<file path="src/rtl/tally_period_ctrl.sv">
// tally_period_ctrl: session/period sequencer for the 4x4 people-tally counter bank.
// Runs the per-period second timer, arbitrates category count requests onto one
// shared saturating incrementer, and publishes a frame-synchronous 256-bit snapshot.
module tally_period_ctrl #(
    parameter int TICK_DIV    = 100_000_000,
    parameter int PERIOD_SECS = 60,
    parameter int MAX_COUNT   = 9999
) (
    input  logic         clk,
    input  logic         reset,
    input  logic         start,
    input  logic         pause,
    input  logic         clear,
    input  logic [3:0]   evt_req,
    input  logic         frame_sync,
    output logic [255:0] data_raw,
    output logic [1:0]   period_idx,
    output logic [7:0]   sec_left,
    output logic [1:0]   state_o,
    output logic         evt_drop
);

    localparam int TICK_W = (TICK_DIV > 1) ? $clog2(TICK_DIV) : 1;

    localparam logic [1:0] ST_IDLE   = 2'b00;
    localparam logic [1:0] ST_RUN    = 2'b01;
    localparam logic [1:0] ST_PAUSED = 2'b10;
    localparam logic [1:0] ST_DONE   = 2'b11;

    localparam logic [TICK_W-1:0] TICK_LAST = TICK_W'(TICK_DIV - 1);
    localparam logic [7:0]        SECS_INIT = 8'(PERIOD_SECS);
    localparam logic [15:0]       CNT_MAX   = 16'(MAX_COUNT);

    // Round-robin pick: first pending bit at or after ptr, wrapping. Returns {valid, category}.
    function automatic logic [2:0] rr_pick(input logic [3:0] pend, input logic [1:0] ptr);
        logic [2:0] res;
        logic [1:0] cat;
        res = 3'b000;
        for (int k = 3; k >= 0; k--) begin
            cat = ptr + 2'(k);
            if (pend[cat]) begin
                res = {1'b1, cat};
            end else begin
                res = res;
            end
        end
        return res;
    endfunction

    logic [1:0]        state_q,  state_d;
    logic [TICK_W-1:0] tick_q,   tick_d;
    logic [7:0]        sec_q,    sec_d;
    logic [1:0]        period_q, period_d;
    logic [3:0]        pend_q,   pend_d;
    logic [1:0]        ptr_q,    ptr_d;
    logic              drop_q,   drop_d;
    logic [15:0]       cnt_q [16];
    logic [15:0]       cnt_d [16];
    logic [255:0]      data_q,   data_d;

    logic [2:0]        pick_s;
    logic              gnt_vld_s;
    logic [1:0]        gnt_cat_s;
    logic [3:0]        gnt_s;
    logic [3:0]        cnt_idx_s;

    // Arbiter: grant one pending category per cycle, only while running.
    always_comb begin
        pick_s = rr_pick(pend_q, ptr_q);
        if (state_q == ST_RUN) begin
            gnt_vld_s = pick_s[2];
        end else begin
            gnt_vld_s = 1'b0;
        end
        gnt_cat_s = pick_s[1:0];
        if (gnt_vld_s) begin
            gnt_s = 4'b0001 << gnt_cat_s;
        end else begin
            gnt_s = 4'b0000;
        end
        // Registered period_idx: a grant on the boundary cycle lands in the old period.
        cnt_idx_s = {gnt_cat_s, period_q};
    end

    // Next state for FSM, timer, request pending bits and the counter bank.
    always_comb begin
        state_d  = state_q;
        tick_d   = tick_q;
        sec_d    = sec_q;
        period_d = period_q;
        pend_d   = pend_q;
        ptr_d    = ptr_q;
        drop_d   = drop_q;
        cnt_d    = cnt_q;

        if (gnt_vld_s) begin
            ptr_d = gnt_cat_s + 2'd1;
            if (cnt_q[cnt_idx_s] < CNT_MAX) begin
                cnt_d[cnt_idx_s] = cnt_q[cnt_idx_s] + 16'd1;
            end else begin
                cnt_d[cnt_idx_s] = cnt_q[cnt_idx_s];
            end
        end else begin
            ptr_d = ptr_q;
        end

        if (clear) begin
            state_d  = ST_IDLE;
            tick_d   = '0;
            sec_d    = SECS_INIT;
            period_d = 2'd0;
            pend_d   = 4'b0000;
            ptr_d    = 2'd0;
            drop_d   = 1'b0;
            for (int i = 0; i < 16; i++) begin
                cnt_d[i] = 16'd0;
            end
        end else begin
            case (state_q)
                ST_IDLE, ST_DONE: begin
                    if (start) begin
                        state_d  = ST_RUN;
                        tick_d   = '0;
                        sec_d    = SECS_INIT;
                        period_d = 2'd0;
                        pend_d   = 4'b0000;
                        ptr_d    = 2'd0;
                        drop_d   = 1'b0;
                        for (int i = 0; i < 16; i++) begin
                            cnt_d[i] = 16'd0;
                        end
                    end else begin
                        state_d = state_q;
                    end
                end
                ST_RUN: begin
                    // Granted bit clears, but a same-cycle request on it re-pends.
                    pend_d = (pend_q & ~gnt_s) | evt_req;
                    if (|(evt_req & pend_q & ~gnt_s)) begin
                        drop_d = 1'b1;
                    end else begin
                        drop_d = drop_q;
                    end
                    if (pause) begin
                        state_d = ST_PAUSED;
                        pend_d  = 4'b0000;
                    end else if (tick_q == TICK_LAST) begin
                        tick_d = '0;
                        if (sec_q == 8'd1) begin
                            if (period_q != 2'd3) begin
                                period_d = period_q + 2'd1;
                                sec_d    = SECS_INIT;
                            end else begin
                                state_d = ST_DONE;
                                sec_d   = 8'd0;
                                pend_d  = 4'b0000;
                            end
                        end else begin
                            sec_d = sec_q - 8'd1;
                        end
                    end else begin
                        tick_d = tick_q + TICK_W'(1);
                    end
                end
                ST_PAUSED: begin
                    if (pause) begin
                        state_d = ST_RUN;
                    end else begin
                        state_d = state_q;
                    end
                end
                default: begin
                    state_d = ST_IDLE;
                end
            endcase
        end
    end

    // Snapshot: capture the live (pre-increment) counters on frame_sync, else hold.
    always_comb begin
        data_d = data_q;
        if (frame_sync) begin
            for (int i = 0; i < 16; i++) begin
                data_d[255 - 16*i -: 16] = cnt_q[i];
            end
        end else begin
            data_d = data_q;
        end
    end

    // State registers with synchronous active-high reset.
    always_ff @(posedge clk) begin
        if (reset) begin
            state_q  <= ST_IDLE;
            tick_q   <= '0;
            sec_q    <= SECS_INIT;
            period_q <= 2'd0;
            pend_q   <= 4'b0000;
            ptr_q    <= 2'd0;
            drop_q   <= 1'b0;
            data_q   <= 256'd0;
            for (int i = 0; i < 16; i++) begin
                cnt_q[i] <= 16'd0;
            end
        end else begin
            state_q  <= state_d;
            tick_q   <= tick_d;
            sec_q    <= sec_d;
            period_q <= period_d;
            pend_q   <= pend_d;
            ptr_q    <= ptr_d;
            drop_q   <= drop_d;
            data_q   <= data_d;
            cnt_q    <= cnt_d;
        end
    end

    assign data_raw   = data_q;
    assign period_idx = period_q;
    assign sec_left   = sec_q;
    assign state_o    = state_q;
    assign evt_drop   = drop_q;

endmodule
</file>
<file path="config.mk">
export PLATFORM = sky130hd
export DESIGN_NAME = tally_period_ctrl
export DESIGN_NICKNAME = d
export VERILOG_FILES = /design/src/rtl/tally_period_ctrl.sv
export SDC_FILE = /design/constraint.sdc
export NUM_CORES = 1
export LEC_CHECK = 0
export BUFFER_PORTS_ARGS = -buffer_cell sky130_fd_sc_hd__buf_2
export CORE_ASPECT_RATIO = 0.5
export CORE_MARGIN = 2
export CORE_UTILIZATION = 50
export CTS_CLUSTER_DIAMETER = 150
export DETAILED_ROUTE_END_ITERATION = 8
export GPL_TIMING_DRIVEN = 0
export HOLD_SLACK_MARGIN = 0.12
export MAX_ROUTING_LAYER = met4
export PLACE_DENSITY = 0.7
export SYNTH_ARGS = -nofsm -noshare
export SYNTH_HDL_FRONTEND = slang
export SYNTH_SLANG_ARGS = --single-unit
</file>
<file path="constraint.sdc">
create_clock -name clk -period 10 [get_ports clk]
set_input_delay 2 -clock clk [delete_from_list [all_inputs] [get_ports clk]]
set_output_delay 2 -clock clk [all_outputs]
set_load 0.05 [all_outputs]
</file>
==> flow_summary.json <==
{
  "syn-num-nets": 2284,
  "drt-initial-drc-count": 2249,
  "fin_tns_setup_ps": 0,
  "fill_cells": 3848,
  "path_buf_inv": 2,
  "setup_viol": 0,
  "hold_path_class": "reg2reg",
  "via_count": 19060,
  "cts-htree-levels": 2,
  "detail-route-antenna-nets": 0,
  "path_class": "reg2reg",
  "min_delay_path_depth": 2,
  "ys_seq_area_share_pct": 48.86,
  "multi_input_area_um2": 10690,
  "via_per_inst": 5.900,
  "start_util_pct": 50.65,
  "track_usage_pct": 32.50,
  "clk_latency_ps": 590,
  "post-dp-hpwl_um": 57290,
  "final_hold_viol_count": 0,
  "drive_above_1_share_pct": 20.21,
  "ys_top_cells_by_area": "dfxtp_1 49%, mux2i_1 14%, nor2_1 6.0%, o21ai_0 4.9%, mux4_2 4.1%",
  "core_area_um2": 45140,
  "ys_warn_count": 0,
  "grt_pass1_wl_um": 112100,
  "drv.max_cap_violation_count": 0,
  "grt_max_degree": 17,
  "status": "finished clean",
  "die_area_um2": 47560,
  "path_cells": "clkbuf_1 > mux4_2 > mux2i_1 > mux2i_1 > nor2_1 > o211ai_2 > nor3_1 > xor2_1 > buf_2 > a21oi_1",
  "synth_largest_area_cell": "dfxtp_1",
  "seqCellArea_um2": 11170,
  "clockBufferDepth": 3,
  "max_freq_mhz": 184.0,
  "netlist_instances": 2260,
  "port_buffers": 276,
  "finalWeightedCongestion": 1.010,
  "total_power_mw": 4.428,
  "cts_hold_buf": 0,
  "grt_pass1_vias": 17350,
  "timing.critical_path.from": "period_idx[1]",
  "rows": 55,
  "arrival_ps": 5880,
  "critPathTopFamily": "multiplexers",
  "synthesis.area_um2": 22860,
  "synth_cell_types": 74,
  "p_per_area_nw_per_um2": 165.5,
  "worstHoldStart": "data_raw[233]",
  "rsz0062_at_grt": "false",
  "io_pins": 279,
  "crit_slowest_cell": "mux2i_1",
  "avgSynthCellArea_um2": 10.12,
  "netlist.area_leader.share_pct": 48.86,
  "drc": 0,
  "antenna_found_initial": 4,
  "die-width_um": 306.4,
  "r2r_cells": 10,
  "area_growth_pct": 17.01,
  "fin_util_pct": 59.26,
  "overflow": 0,
  "slowest_delay_ps": 1050,
  "num-nets-final": 2611,
  "final_max_slew_viol_count": 0,
  "tightest_slew_ps": 1368,
  "async_reset_ff_share_pct": 0,
  "worstSetupStartpointType": "flop",
  "r2r_slack_ps": 4560,
  "firstDrtPassIters": 8,
  "cts_resized": 0,
  "crit_required_ps": 10440,
  "clockRootBuffer": "clkbuf_16",
  "cpMostUsedCell": "mux2i_1",
  "cts_tree": "yes",
  "p_leak_nw": 11.12,
  "hold-path-endpoint": "data_raw[233]",
  "synth_edf_count": 0,
  "r2r_start": "period_idx[1]",
  "path_clk_slew_ps": 70,
  "critPathMaxFanout": 10,
  "timing.slew.headroom_pct": 6.166,
  "r2r-end": "cnt_q[20]",
  "finalCriticalPeriod_ps": 5435,
  "synth_flop_cell": "dfxtp_1",
  "die_h_um": 155.2,
  "period_share_pct": 54.35,
  "wl_per_cell_um": 24.12,
  "cts_setup_buffers": 0,
  "routed_wl_um": 77930,
  "skew_ps": 29.78,
  "cts_buffers": 49,
  "peakVddDrop_mv": 0.1131,
  "endpoint_kind": "flop",
  "clock-sinks": 558,
  "ys_seq_elements": 558
}
==> flip-flops by register name (all words and copies together), names as in the netlist <==
signal      count
cnt_q         256
data_raw      256
tick_q         27
sec_left        8
pend_q          4
period_idx      2
ptr_q           2
state_o         2
evt_drop        1
==> per-layer routing <==
| metal | vias up | part of all wire, % | track usage [%] |
|---|---|---|---|
| li1 | 8659 | - | - |
| met1 | 9199 | 42 | 44.18 |
| met2 | 1076 | 43 | 47.01 |
| met3 | 130 | 13 | 10.54 |
| met4 | 0 | 2.0 | 7.400 |
| met5 | - | 0 | - |
==> metrics by stage <==
stage | hold slack, ps | instance area, µm² | cells | worst slack [ps]
2_1_floorplan | 471.1 | 22860 | 2260 | 6114
3_3_place_gp | 471.6 | 24990 | 3134 | 4894
3_5_place_dp | 474.6 | 24990 | 3134 | 4861
4_1_cts | 491.0 | 26740 | 3226 | 4929
5_1_grt | 520.7 | 26750 | 3231 | 4640
6_report | 486.8 | 26750 | 3231 | 4565
==> tightest hold or removal path, delay by kind of cell, from the launching register on <==
family	cells	cell delay, ps
flops	1	320
mux	1	60
simple gates	1	70
==> final cells by class <==
class | instances | area share (%)
sequential | 558 | 41.76
multi-input combinational | 1507 | 39.94
clock buffer | 68 | 5.308
timing repair buffer | 276 | 5.163
buffer | 185 | 3.625
tap | 598 | 2.797
clock inverter | 24 | 1.221
inverter | 10 | 0.1403
antenna | 5 | 0.04677
==> report_power, final <==
| group | total [mW] | internal (mW) | switching (mW) | leakage, nW |
|---|---|---|---|---|
| Combinational | 0.144 | 0.0413 | 0.102 | 5.78 |
| Clock | 2.06 | 1.18 | 0.879 | 0.845 |
| Sequential | 2.22 | 2.22 | 0.00146 | 4.49 |
| Total | 4.43 | 3.44 | 0.983 | 11.1 |
==> worst max path at each step <==
stage                             to  slack [ps]  cells after the start
final                      cnt_q[20]        4560                     10
after global routing      cnt_q[116]        4640                     13
after CTS                  cnt_q[41]        4930                     11
after detailed placement  cnt_q[150]        4860                      7
after global placement    cnt_q[150]        4890                      7
after floorplan           cnt_q[129]        6110                     14
==> cell usage after synthesis, types with 12 or more instances <==
library cell and count:
nand2_1 56, mux4_1 15, o22ai_1 18, ha_1 14, a21oi_2 31, buf_6 12, and3_1 15, buf_1 23
mux4_2 42, nand4_1 12, xor2_1 15, clkbuf_1 111, nor2_1 364, o21ai_0 226, a211oi_1 17, buf_4 17
mux2i_1 323, dfxtp_1 558, a21oi_1 187, nand3_1 38
==> logic make-up after synthesis <==
group / Yosys count / synth area share (%)
AOI/OAI and AO/OA: 513 / 12.48
xor gates and xnor gates: 30 / 1.510
adders and majority gates: 14 / 0.7662
buffers and inverters: 195 / 4.405
DFF: 558 / 48.86
muxes: 400 / 21.45
and+or+nand+nor: 550 / 10.53
==> cells in the final DEF, fill, tap and decap left out, drive strengths merged, types with 11 or more instances in the layout <==
cell type / count
a211oi: 17
a21oi: 218
and2: 11
and3: 26
buf: 335
clkbuf: 184
clkinv: 11
dfxtp: 558
ha: 14
inv: 11
mux2: 11
mux2i: 325
mux4: 64
nand2: 57
nand3: 39
nand4: 12
nor2: 365
nor3: 11
o21ai: 238
o22ai: 18
xnor2: 12
xor2: 18
No activity file was read; power rests on OpenSTA's default activity.
